[config.mk]
export PLATFORM = sky130hd
export DESIGN_NAME = adder_result_fifo
export DESIGN_NICKNAME = d
export VERILOG_FILES = /design/src/rtl/adder_result_fifo.sv
export SDC_FILE = /design/constraint.sdc
export NUM_CORES = 1
export LEC_CHECK = 0
export ABC_AREA = 0
export BUFFER_PORTS_ARGS = -buffer_cell sky130_fd_sc_hd__buf_2
export CAP_MARGIN = 20
export CORE_UTILIZATION = 53
export DETAILED_ROUTE_END_ITERATION = 16
export PLACE_DENSITY = 0.8
export SYNTH_ARGS = -nofsm -noshare
export SYNTH_HDL_FRONTEND = slang
export SYNTH_SLANG_ARGS = --single-unit
[constraint.sdc]
create_clock -name clk -period 2.5 [get_ports clk]
set_input_delay 0.75 -clock clk [delete_from_list [all_inputs] [get_ports clk]]
set_output_delay 0.75 -clock clk [all_outputs]
set_load 0.01 [all_outputs]
[src/rtl/adder_result_fifo.sv]
`default_nettype none
// ============================================================================
// Module      : adder_result_fifo
// Description : Credit-controlled result FIFO behind a fixed-latency adder.
// Revision    : 1.0 - initial release
// ============================================================================
module adder_result_fifo #(
    parameter int LATENCY = 4,
    parameter int DEPTH   = 8
) (
    input  logic       clk,
    input  logic       rst_n,
    input  logic       in_valid,
    output logic       in_ready,
    input  logic       cout,
    input  logic [7:0] sum,
    output logic       out_valid,
    input  logic       out_ready,
    output logic [8:0] out_data,
    output logic [3:0] count,
    output logic       err
);

    localparam int         AW      = (DEPTH > 1) ? $clog2(DEPTH) : 1;
    localparam logic [7:0] c_DEPTH = 8'(DEPTH);

    logic [LATENCY-1:0] r_vpipe;
    logic [8:0]         r_mem [DEPTH];
    logic [AW-1:0]      r_wptr;
    logic [AW-1:0]      r_rptr;
    logic [3:0]         r_count;
    logic               r_err;

    logic               w_accept;
    logic               w_push;
    logic               w_pop;
    logic [7:0]         w_inflight;
    logic [7:0]         w_credit;

    // Results already in the adder pipeline hold a reserved FIFO slot.
    always_comb begin
        w_inflight = '0;
        for (int i = 0; i < LATENCY; i++) begin
            w_inflight = w_inflight + 8'(r_vpipe[i]);
        end
    end

    assign w_credit  = w_inflight + {4'd0, r_count};
    assign in_ready  = (w_credit < c_DEPTH);
    assign w_accept  = in_valid & in_ready;
    assign w_push    = r_vpipe[LATENCY-1];
    assign out_valid = (r_count != 4'd0);
    assign w_pop     = out_valid & out_ready;
    assign out_data  = r_mem[r_rptr];
    assign count     = r_count;
    assign err       = r_err;

    generate
        if (LATENCY == 1) begin : g_vpipe_single
            always_ff @(posedge clk or negedge rst_n) begin
                if (!rst_n) begin
                    r_vpipe <= '0;
                end else begin
                    r_vpipe <= w_accept;
                end
            end
        end else begin : g_vpipe_multi
            always_ff @(posedge clk or negedge rst_n) begin
                if (!rst_n) begin
                    r_vpipe <= '0;
                end else begin
                    r_vpipe <= {r_vpipe[LATENCY-2:0], w_accept};
                end
            end
        end
    endgenerate

    always_ff @(posedge clk) begin
        if (w_push) begin
            r_mem[r_wptr] <= {cout, sum};
        end
    end

    always_ff @(posedge clk or negedge rst_n) begin
        if (!rst_n) begin
            r_wptr  <= '0;
            r_rptr  <= '0;
            r_count <= '0;
            r_err   <= 1'b0;
        end else begin
            if (w_push) begin
                r_wptr <= r_wptr + AW'(1);
            end
            if (w_pop) begin
                r_rptr <= r_rptr + AW'(1);
            end
            case ({w_push, w_pop})
                2'b10:   r_count <= r_count + 4'd1;
                2'b01:   r_count <= r_count - 4'd1;
                default: r_count <= r_count;
            endcase
            // A refused operand set is not tracked; the flag stays until reset.
            if (in_valid && !in_ready) begin
                r_err <= 1'b1;
            end
        end
    end

endmodule
`default_nettype wire

== Word-level counts from Yosys, hierarchy flattened ==
Memory sizes are Yosys's and may differ from the RTL's.
Cells that the tools add are included.

* Equal/unequal tests: 2
* $lt $le $gt $ge: 1
* Multiplexer cells: 3
* Reduce and logical (&&, ||, !) cells: 4
* Bitwise operators: 2
* Add/sub/neg operators: 8

{| class="wikitable"
|+ Operators with widths
! cell !! number
|-
| one-hot mux 4 bit (2 select lines) || 1
|-
| adder 3 x 1 -> 3 bit, second input constant || 2
|-
| adder 4 x 4 -> 5 bit || 1
|-
| less-than comparator 5 x 4 -> 1 bit, second input constant || 1
|-
| adder 3 x 1 -> 4 bit || 1
|-
| adder 4 x 1 -> 4 bit, second input constant || 1
|-
| nonzero test 4 bit || 1
|-
| subtractor 4 x 1 -> 4 bit, second input constant || 1
|-
| adder 2 x 1 -> 3 bit || 1
|-
| adder 1 x 1 -> 2 bit || 1
|-
| AND 1 bit || 2
|-
| == test 2 x 1 -> 1 bit, second input constant || 1
|-
| == test 2 bit, second input constant || 1
|-
| 2-to-1 mux 1 bit || 2
|-
| nonzero test 2 bit || 1
|-
| logical AND 1 bit || 1
|-
| logical NOT 1 bit || 1
|}

* Logic and storage cells: 26
* Bits in writable memories: 72
* Flip-flop bits (word level): 15
* Output and inout bits: 16
* Input port bits: 13
* Memories kept: 1

{| class="wikitable"
|+ Memories
! memory !! depth !! width !! rd ports !! clocked after Yosys merged registers in !! write ports !! line !! RTL
|-
| r_mem || 8 || 9 || 1 || 0 || 1 || 28 || <nowiki>logic [8:0] r_mem [DEPTH];</nowiki>
|}

== Longest topological paths before layout ==
Gate-level depths: netlist (run 1).

* Word-level depth: 7
* Depth in mapped cells: 10
* Depth with buffers taken out: 9

== Worst setup path after synthesis (run 1) ==
Ideal clock, no wire load.

* Path kind: reg-to-output
* From: register r_count[0], in the netlist count[0]
* To: output in_ready
* Cell stages (with the launch flop): 6
* Slack: -64 ps
* Required time: 1750 ps
* Data arrival time: 1814 ps
* Path through: dfrtp_1 -> fa_1 -> ha_1 -> a21o_1 -> a211o_1 -> nand2_1

* Word-level cells in the longest chain between the ends: 2

{| class="wikitable"
|+ RTL lines
! what !! line !! RTL
|-
| start: declaration || 31 || <nowiki>logic [3:0] r_count;</nowiki>
|-
| start signal: assignment || 98 || <nowiki>2'b10: r_count <= r_count + 4'd1;</nowiki>
|-
| start signal: assignment || 99 || <nowiki>2'b01: r_count <= r_count - 4'd1;</nowiki>
|-
| start signal: assignment || 100 || <nowiki>default: r_count <= r_count;</nowiki>
|-
| adder 4 x 4 -> 5 bit || 48 || <nowiki>assign w_credit = w_inflight + {4'd0, r_count};</nowiki>
|-
| less-than comparator 5 x 4 -> 1 bit || 49 || <nowiki>assign in_ready = (w_credit < c_DEPTH);</nowiki>
|-
| end: declaration || 14 || <nowiki>output logic in_ready,</nowiki>
|}

No other way between the ends.

== Worst setup path in the final report (run 1) ==
* From: register r_vpipe[2]
* To: output in_ready

* Word-level cells in the longest chain between the ends: 4

{| class="wikitable"
|+ RTL lines
! what !! line !! RTL
|-
| start: declaration || 27 || <nowiki>logic [LATENCY-1:0] r_vpipe;</nowiki>
|-
| start signal: assignment || 72 || <nowiki>r_vpipe <= {r_vpipe[LATENCY-2:0], w_accept};</nowiki>
|-
| adder 2 x 1 -> 3 bit || 44 || <nowiki>w_inflight = w_inflight + 8'(r_vpipe[i]);</nowiki>
|-
| adder 3 x 1 -> 4 bit || 44 ||
|-
| adder 4 x 4 -> 5 bit || 48 ||
|-
| less-than comparator 5 x 4 -> 1 bit || 49 ||
|}

No other way between the ends.

==> flow_summary.toml, run 1 <==
[pwr]
irDropWorstVdd_mv = 0.713
p_per_area_mw_per_mm2 = 1200
leakage_nw = 1.56

[placed_design]
port_buffers = 28
dpl.hpwl_um = 4020
dpl-instance-area_mm2 = 0.00398
gp_congestion = 0.762

[timing]
fin_crit_sh = 1.14
setup_viol = 10
rsz0062_at_grt = "true"
setup_slack_ns = -0.346
setup_tns_ns = -1.12
max_slew_margin = 0.616
finalHoldViolCount = 0
finalCriticalPeriod_ns = 2.85
max_freq_ghz = 0.351
tightest_slew_ns = 0.574
fin_skew_ns = 0.0104
slew_viol_final = 0

[logic_synthesis]
synthTopCellsByCount = "72 x edfxtp_1, 15 x dfrtp_1, 9 x mux2_4, 9 x mux4_1, 9 x mux4_2"
syn_area_per_cell_um2 = 20.1
ys_seq_area_frac = 0.704
syn-num-nets = 200
synthArstFlopShare = 0.172
synth_area_leader_cell = "edfxtp_1"
synthCells = 179
ys_warn_count = 0
synth_top_area_frac = 0.600
synth-seq-cells = 87
synth_flop_cell = "edfxtp_1"
synth_area_mm2 = 0.00360
synth_edf_count = 72
synth_cell_type_count = 37
synthMostInstantiatedCell = "edfxtp_1"
synthTopCellsByArea = "edfxtp_1 60%, dfrtp_1 10%, mux4_1 6.6%"

[critical_path]
crit_path_end = "in_ready"
reg2reg_from = "count[0]"
path_max_fanout = 2
startpoint = "r_vpipe[2]"
worstSetupPathType = "reg2out"
startpoint_type = "register"
worst_ep_required_time_ns = 1.75
reg2reg_slack_ns = 0.19
crit_path_end_kind = "output pin"
timing.rr.end = "count[2]"
ff2ff_path_depth = 10
critical_path_arrival_ns = 2.10

[routing]
num_vias = 1825
dr_wl_met3_um = 279
wl_per_cell_um = 19.4
drt_iter0_drc = 150
drt-pass1-iter-count = 12
detail-route-antenna-nets = 0
drc = 1
met2WireLength_um = 3090
viasPerCell = 5.72
wl_um = 6200
routedLengthMet1_um = 2760
top_layer = "met4"

[grt]
grt_pass1_wl_um = 9900
first_global_vias = 1840
grtUsageTotal = 0.194
grt_max_degree = 16
antenna_found_initial = 0
grt_overflow_total = 0

[run_status]
status = "finished, violations left"
violations = "design-rule violations, negative setup slack"

[clock_network]
cts-root-to-sink-buffers = 2
cts_buffers = 9
cts-root-buf = "clkbuf_8"
clock_sinks = 87
cts_tree = "built"
cts_max_level = 3
clk_latency_ns = 0.34
path_clk_slew_ns = 0.08

[cells_and_area]
final_area_mm2 = 0.00424
nets = 258
antenna_cells = 0
area_delta_synth_final_pct = 17.6
drive_above_1_share = 0.450

[flow_run]
drv_cap = 0

[hold_path]
hp-class = "in2async"

[floorplan]
io_pins = 29
die-area_mm2 = 0.00713
fp.dieW_um = 84.5
core_area_mm2 = 0.00646
start_util = 0.558
rows = 29
die_h_um = 84.5
==> layout by cell type, fill, tap and decap left out, types with 2 or more instances in the layout <==
master,synthesis,final
buf_4,0,22
mux2_2,3,3
mux2_4,9,9
edfxtp_1,72,72
dfrtp_1,15,13
dfrtp_2,0,2
mux4_2,9,18
clkinvlp_4,0,2
clkbuf_8,0,9
nor3_1,2,2
nand2_1,5,3
buf_2,2,18
clkinv_1,0,2
xor2_1,2,2
ha_2,0,2
buf_12,1,3
inv_1,3,2
ha_1,7,5
nand2b_1,3,3
buf_6,1,11
nor2_1,8,8
xnor2_1,5,5
==> power by group <==
| part | internal [W] | switching [W] | leakage (nW) | total (W) |
|---|---|---|---|---|
| combinational | 0.00130 | 0.000933 | 0.657 | 0.00224 |
| sequential | 0.00185 | 0.000166 | 0.826 | 0.00202 |
| clock | 0.000356 | 0.000467 | 0.0778 | 0.000823 |
| total | 0.00351 | 0.00157 | 1.56 | 0.00508 |
==> how the worst min path moves through the flow <==
stage          startpoint          to  slack [ns]  depth (start not counted)
5_1_grt             rst_n         err        0.31                          1
3_3_place_gp   r_vpipe[1]  r_vpipe[2]        0.37                          0
3_5_place_dp   r_vpipe[1]  r_vpipe[2]        0.37                          0
4_1_cts             rst_n         err        0.29                          1
6_report            rst_n         err        0.30                          1
2_1_floorplan  r_vpipe[1]  r_vpipe[2]        0.35                          0
==> state kept, by name, indices dropped and copies added (netlist names) <==
name,flops
err,1
r_wptr,3
count,4
r_vpipe,4
r_mem,72
r_rptr,3
==> metrics by stage <==
step / setup slack, ns / utilization / hold WS [ns] / instances / total power (W)
3_3_place_gp: -0.0192 / 0.616 / 0.375 / 299 / 0.00392
6_report: -0.346 / 0.656 / 0.295 / 319 / 0.00508
5_1_grt: -0.433 / 0.656 / 0.308 / 319 / 0.00538
2_1_floorplan: 0.00702 / - / 0.354 / 179 / 0.00334
4_1_cts: -0.411 / 0.662 / 0.293 / 319 / 0.00515
3_5_place_dp: -0.0295 / 0.616 / 0.367 / 299 / 0.00399
==> logic make-up (layout without fill, tap and decap cells) <==
kind of cell	after synthesis	count (layout)	synth area share
AND/OR/NAND/NOR	25	25	0.0361
flip-flops	87	87	0.704
buffers and inverters	10	73	0.0177
XOR/XNOR	7	7	0.0170
adder cells (fa/ha/maj)	8	8	0.0299
multiplexers	31	31	0.172
AO/OA/AOI/OAI	11	11	0.0236
==> worst max-delay path, cell delays in order, from the launching register on <==
cell     delay, ns
dfrtp_1       0.40
fa_1          0.54
ha_1          0.22
a21o_1        0.15
a211o_1       0.27
nand2_2       0.07
buf_6         0.09
==> per-layer routing <==
metal | vias to the layer above | track usage
met5 | - | 0
met3 | 6 | 0.0492
met1 | 943 | 0.259
met2 | 49 | 0.314
met4 | 0 | 0.0740
li1 | 827 | -
==> layout make-up <==
class / instances / area, um2
multi-input cells: 82 / 987
repair buffers: 54 / 439
well taps: 77 / 96.3
flip-flops and latches: 87 / 2540
fillers: 462 / 2220
inverters: 3 / 11.3
clock inverters: 6 / 36.3
clock buffers: 10 / 128
==> what timing repair did <==
action | 4_1_cts | 5_1_grt
pin swaps | 4 | 5
resized for setup | 17 | 11
endpoints found under the setup margin | 10 | 13
buffers inserted | 3 | 3
hold buffers | 0 | 0
gates cloned | 1 | 0
(Power assumes the default switching activity.)
==> run 2: changes to the inputs <==
CORE_UTILIZATION = 50   (was 53)
PLACE_DENSITY = 0.76   (was 0.8)
==> run 2 against run 1 <==
Net effect: the run ends with negative setup slack left; global-route usage decreased by 2.0 points; die area increased by 5.9%; power about the same; design area decreased by 0.18%; sequential cell count unchanged; fmax about the same; count of clock-buffer cells in the layout decreased by 1; register-to-register slack got worse by 0.04 ns; critical path depth unchanged; critical path type unchanged; critical endpoint unchanged; largest cell class unchanged; largest power group unchanged; highest routed layer unchanged.
==> flow_summary.toml, run 2 (synthesis gave the netlist of run 1 again) <==
[clock_network]
cts_max_level = 3
clk_latency_ns = 0.34
cts-root-to-sink-buffers = 2
path_clk_slew_ns = 0.08
cts-root-buf = "clkbuf_8"
cts_buffers = 9
clock_sinks = 87
cts_tree = "built"

[cells_and_area]
largest_register_ffs = 72
area_delta_synth_final_pct = 17.4
drive_above_1_share = 0.436
antenna_cells = 0
regMostFlops = "r_mem"
layout_common_cells = "72 x edfxtp_1, 18 x mux4_2, 18 x buf_2"
nets = 253
final_common_cell = "edfxtp_1"
utilization = 0.616
fill_cells = 490

[critical_path]
worst_ep_required_time_ns = 1.75
startpoint_type = "register"
max_stage_delay_ns = 0.54
critical_path_arrival_ns = 2.09
worstSetupPathType = "reg2out"
crit_path_end_kind = "output pin"
worstPathCellList = "fa_1 > ha_1 > a21o_1 > a211o_1 > nand2_2 > buf_6"
slowest_stage = "fa_1"
path_max_fanout = 2
path_buf_inv = 1
critPathTopFamily = "adder cells"

[pwr]
p_seq_frac = 0.399
p_per_area_mw_per_mm2 = 1200
clockPowerShare = 0.165
leakage_nw = 1.54
switchingPower_w = 0.00156
finalPower_w = 0.00507
combinationalPowerShare = 0.435
intPower_w = 0.00351
switching_share = 0.307
irDropWorstVdd_mv = 0.785

[routing]
drt_iter0_drc = 135
num_vias = 1755
wl_per_cell_um = 17.8
viasPerCell = 5.29
drt-pass1-iter-count = 4
wl_um = 5900
drc = 0
detail-route-antenna-nets = 0

[timing]
slew_viol_final = 0
fin_skew_ns = 0.00924
tightest_slew_ns = 0.349
fin_crit_sh = 1.14
setup_viol = 10
max_slew_margin = 0.767
max_freq_ghz = 0.352
finalCriticalPeriod_ns = 2.84
rsz0062_at_grt = "true"
finalHoldViolCount = 0
setup_slack_ns = -0.344

[grt]
antenna_found_initial = 0
grt_pass1_wl_um = 9330
grt_max_degree = 19
grt_overflow_total = 0
first_global_vias = 1811
grtUsageTotal = 0.174

[flow_run]
drv_cap = 0

[run_status]
violations = "negative setup slack"
status = "finished, violations left"

[floorplan]
core_area_mm2 = 0.00687
io_pins = 29
die-area_mm2 = 0.00755
rows = 30
die_h_um = 86.9
fp.dieW_um = 86.9
start_util = 0.525

[placed_design]
gp_congestion = 0.701
port_buffers = 28
dpl.hpwl_um = 3730

[hold_path]
hp-class = "in2async"
## run 2: layout make-up
type	count	area (um2)	share of cell area
clock buffer	9	124	0.0293
multi-input combinational	82	977	0.231
inverter	3	11.3	0.00266
tap	96	120	0.0284
timing repair buffer	49	413	0.0976
clock inverter	6	45.0	0.0106
sequential	87	2540	0.600
## run 2: worst paths after layout
path	from	to	slack, ns	depth (start not counted)
min in group clk	r_vpipe[1]	r_vpipe[2]	0.40	0
max	r_vpipe[2]	in_ready	-0.34	6
min	rst_n	r_vpipe[0]	0.30	1
min reg2reg	r_vpipe[1]	r_vpipe[2]	0.40	0
max in group asynchronous	rst_n	r_rptr[0]	1.91	1
max reg2reg	count[0]	count[2]	0.15	10
## run 2: power by group through the flow
stage,Sequential (W),Combinational (W),Clock [W]
2_1_floorplan,0.00203,0.00131,0
3_3_place_gp,0.00203,0.00186,0
3_5_place_dp,0.00204,0.00190,0
4_1_cts,0.00203,0.00223,0.000861
5_1_grt,0.00206,0.00240,0.000922
6_report,0.00203,0.00221,0.000838
## run 2: metal layers
metal	up-vias	track usage	wire, um
met1	901	0.221	2540
met3	7	0.0417	181
met2	34	0.291	3080
met4	0	0.0712	99
met5	-	0	0
li1	813	-	-
## run 2: stage by stage
step / area (um2) / setup slack [ns] / setup TNS [ns] / cells / hold WS [ns]
after CTS: 4220 / -0.403 / -1.81 / 332 / 0.302
after detailed placement: 3980 / -0.0392 / -0.0392 / 314 / 0.387
final: 4230 / -0.344 / -1.63 / 332 / 0.303
after global placement: 3980 / -0.0152 / -0.0152 / 314 / 0.381
after global routing: 4230 / -0.440 / -2.28 / 332 / 0.302
after floorplan: 3610 / 0.00702 / 0 / 179 / 0.354
## run 2: timing repair
| action | CTS | global route |
|---|---|---|
| endpoints found under the setup margin | 10 | 11 |
| pin swaps | 4 | 1 |
| buffers inserted | 2 | 0 |
| cloned | 1 | 0 |
| hold buffers | 0 | 0 |
| resized for setup | 23 | 2 |
==> run 3: changes to the inputs <==
--- a/constraint.sdc
+++ b/constraint.sdc
@@ -3,2 +3,2 @@
 set_output_delay 0.75 -clock clk [all_outputs]
-set_load 0.01 [all_outputs]
+set_load 0.05 [all_outputs]
==> run 3 against run 2 <==
Net effect: the run still ends with negative setup slack left; via count increased by 3.9%; design area is 2.3% higher; global-route usage is 1.2 points higher; highest routed layer unchanged; non-clock buffer count rose by 3; critical path depth did not move; largest cell class unchanged.
==> flow_summary.toml, run 3 (synthesis gave the netlist of run 1 again) <==
[timing]
setup_slack_ns = -0.460
rsz0062_at_grt = "true"
setup_viol = 10
finalCriticalPeriod_ns = 2.96
max_slew_margin = 0.547
tightest_slew_ns = 0.674
slew_viol_final = 0
fin_hold_ws_ns = 0.308
max_freq_ghz = 0.338
fin_skew_ns = 0.00914
fin_crit_sh = 1.18
finalHoldViolCount = 0

[routing]
num_vias = 1823
viasPerCell = 5.43
detail-route-antenna-nets = 0
drt_iter0_drc = 117
drt-pass1-iter-count = 4
wl_um = 6450
drc = 0
wl_per_cell_um = 19.2

[critical_path]
path_max_fanout = 2
max_stage_delay_ns = 0.48
ff2ff_path_depth = 10
worst_ep_required_time_ns = 1.75
worstSetupPathType = "reg2out"
crit_path_end_kind = "output pin"
worstPathCellList = "fa_1 > ha_1 > a21o_1 > a211o_1 > nand2_4 > buf_8"
startpoint_type = "register"
critical_path_arrival_ns = 2.21
slowest_stage = "fa_1"

[floorplan]
fp.dieW_um = 86.9
core_area_mm2 = 0.00687
start_util = 0.525
die-area_mm2 = 0.00755
rows = 30
io_pins = 29
die_h_um = 86.9

[placed_design]
port_buffers = 28
dpl.hpwl_um = 3990
gp_congestion = 0.679
dpl-instance-area_mm2 = 0.00401

[clock_network]
hold_buffers = 0
path_clk_slew_ns = 0.09
cts_max_level = 3
cts_tree = "built"
cts_buffers = 9
cts-root-buf = "clkbuf_8"
clk_latency_ns = 0.34
clock_sinks = 87
cts-root-to-sink-buffers = 2

[grt]
antenna_found_initial = 0
first_global_vias = 1901
grt_pass1_wl_um = 9790
grtUsageTotal = 0.186
grt_overflow_total = 0
grt_max_degree = 21

[run_status]
violations = "negative setup slack"
status = "finished, violations left"

[cells_and_area]
layout_common_cells = "72 x edfxtp_1, 19 x buf_4, 18 x mux4_2"
nets = 256
final_area_mm2 = 0.00433
drive_above_1_share = 0.450
antenna_cells = 0
regMostFlops = "r_mem"
largest_register_ffs = 72
utilization = 0.630
area_delta_synth_final_pct = 20.1
final_common_cell = "edfxtp_1"

[pwr]
switchingPower_w = 0.00217
p_seq_frac = 0.340
intPower_w = 0.00379
p_per_area_mw_per_mm2 = 1380
leakage_nw = 1.59
clockPowerShare = 0.174
combinationalPowerShare = 0.485
irDropWorstVdd_mv = 1.00
switching_share = 0.364

[flow_run]
drv_cap = 0

[hold_path]
hp-class = "in2async"
-- run 3: cell count changes in the layout (fill, tap and decap cells not counted), sizes merged --
cell	before	now
clkinvlp	3	1
inv	5	4
clkinv	1	2
buf	49	52
clkbuf	9	10
bufinv	0	2
-- run 3: critical path: cells and delay by family (launching register included) --
kind	cells	cell delay, ns
AO/OA/AOI/OAI	2	0.46
AND/OR/NAND/NOR	1	0.08
adder cells (fa/ha/maj)	2	0.79
buffers and inverters	1	0.14
flip-flops	1	0.41
-- run 3: per-layer routing --
metal | vias up | track usage | part of all wire | wire, um
li1 | 830 | - | - | -
met1 | 929 | 0.241 | 0.44 | 2840
met5 | - | 0 | 0 | 0
met3 | 7 | 0.0370 | 0.042 | 269
met4 | 0 | 0.0879 | 0.014 | 90
met2 | 57 | 0.306 | 0.50 | 3250
-- run 3: area by class of cell --
type	count	area, um2
clock buffer	10	128
sequential	87	2540
timing repair buffer	52	453
tap	96	120
inverter	3	11.3
fill	482	2540
clock inverter	6	83.8
multi-input combinational	82	990
-- run 3: worst paths after layout --
path,start,endpoint,slack [ns]
worst max-delay path,r_vpipe[2],in_ready,-0.46
worst min-delay path,rst_n,err,0.31
worst max register to register,count[0],count[2],0.14
worst min register to register,r_vpipe[1],r_vpipe[2],0.40
max in group asynchronous,rst_n,r_rptr[0],1.90
min in group clk,r_vpipe[1],r_vpipe[2],0.40
-- run 3: repair_timing --
item | in CTS | in global routing
pin swaps | 0 | 1
gates cloned | 1 | 0
setup buffers | 3 | 1
resized for setup | 27 | 14
endpoints found under the setup margin | 10 | 12
-- run 3: power by group through the flow --
stage               sequential (W)  clock (W)  combinational, W
floorplan                  0.00213          0           0.00183
global placement           0.00203          0           0.00246
detailed placement         0.00205          0           0.00252
CTS                        0.00203    0.00105           0.00288
global route               0.00206    0.00112           0.00307
finish                     0.00203    0.00104           0.00289
-- run 3: per-stage QoR --
stage | TNS (ns) | power, W | setup WS (ns) | std cells
global placement | -0.152 | 0.00449 | -0.152 | 316
detailed placement | -0.194 | 0.00456 | -0.194 | 316
global route | -2.36 | 0.00625 | -0.541 | 336
floorplan | -0.239 | 0.00397 | -0.165 | 179
CTS | -2.31 | 0.00596 | -0.488 | 336
finish | -1.60 | 0.00597 | -0.460 | 336
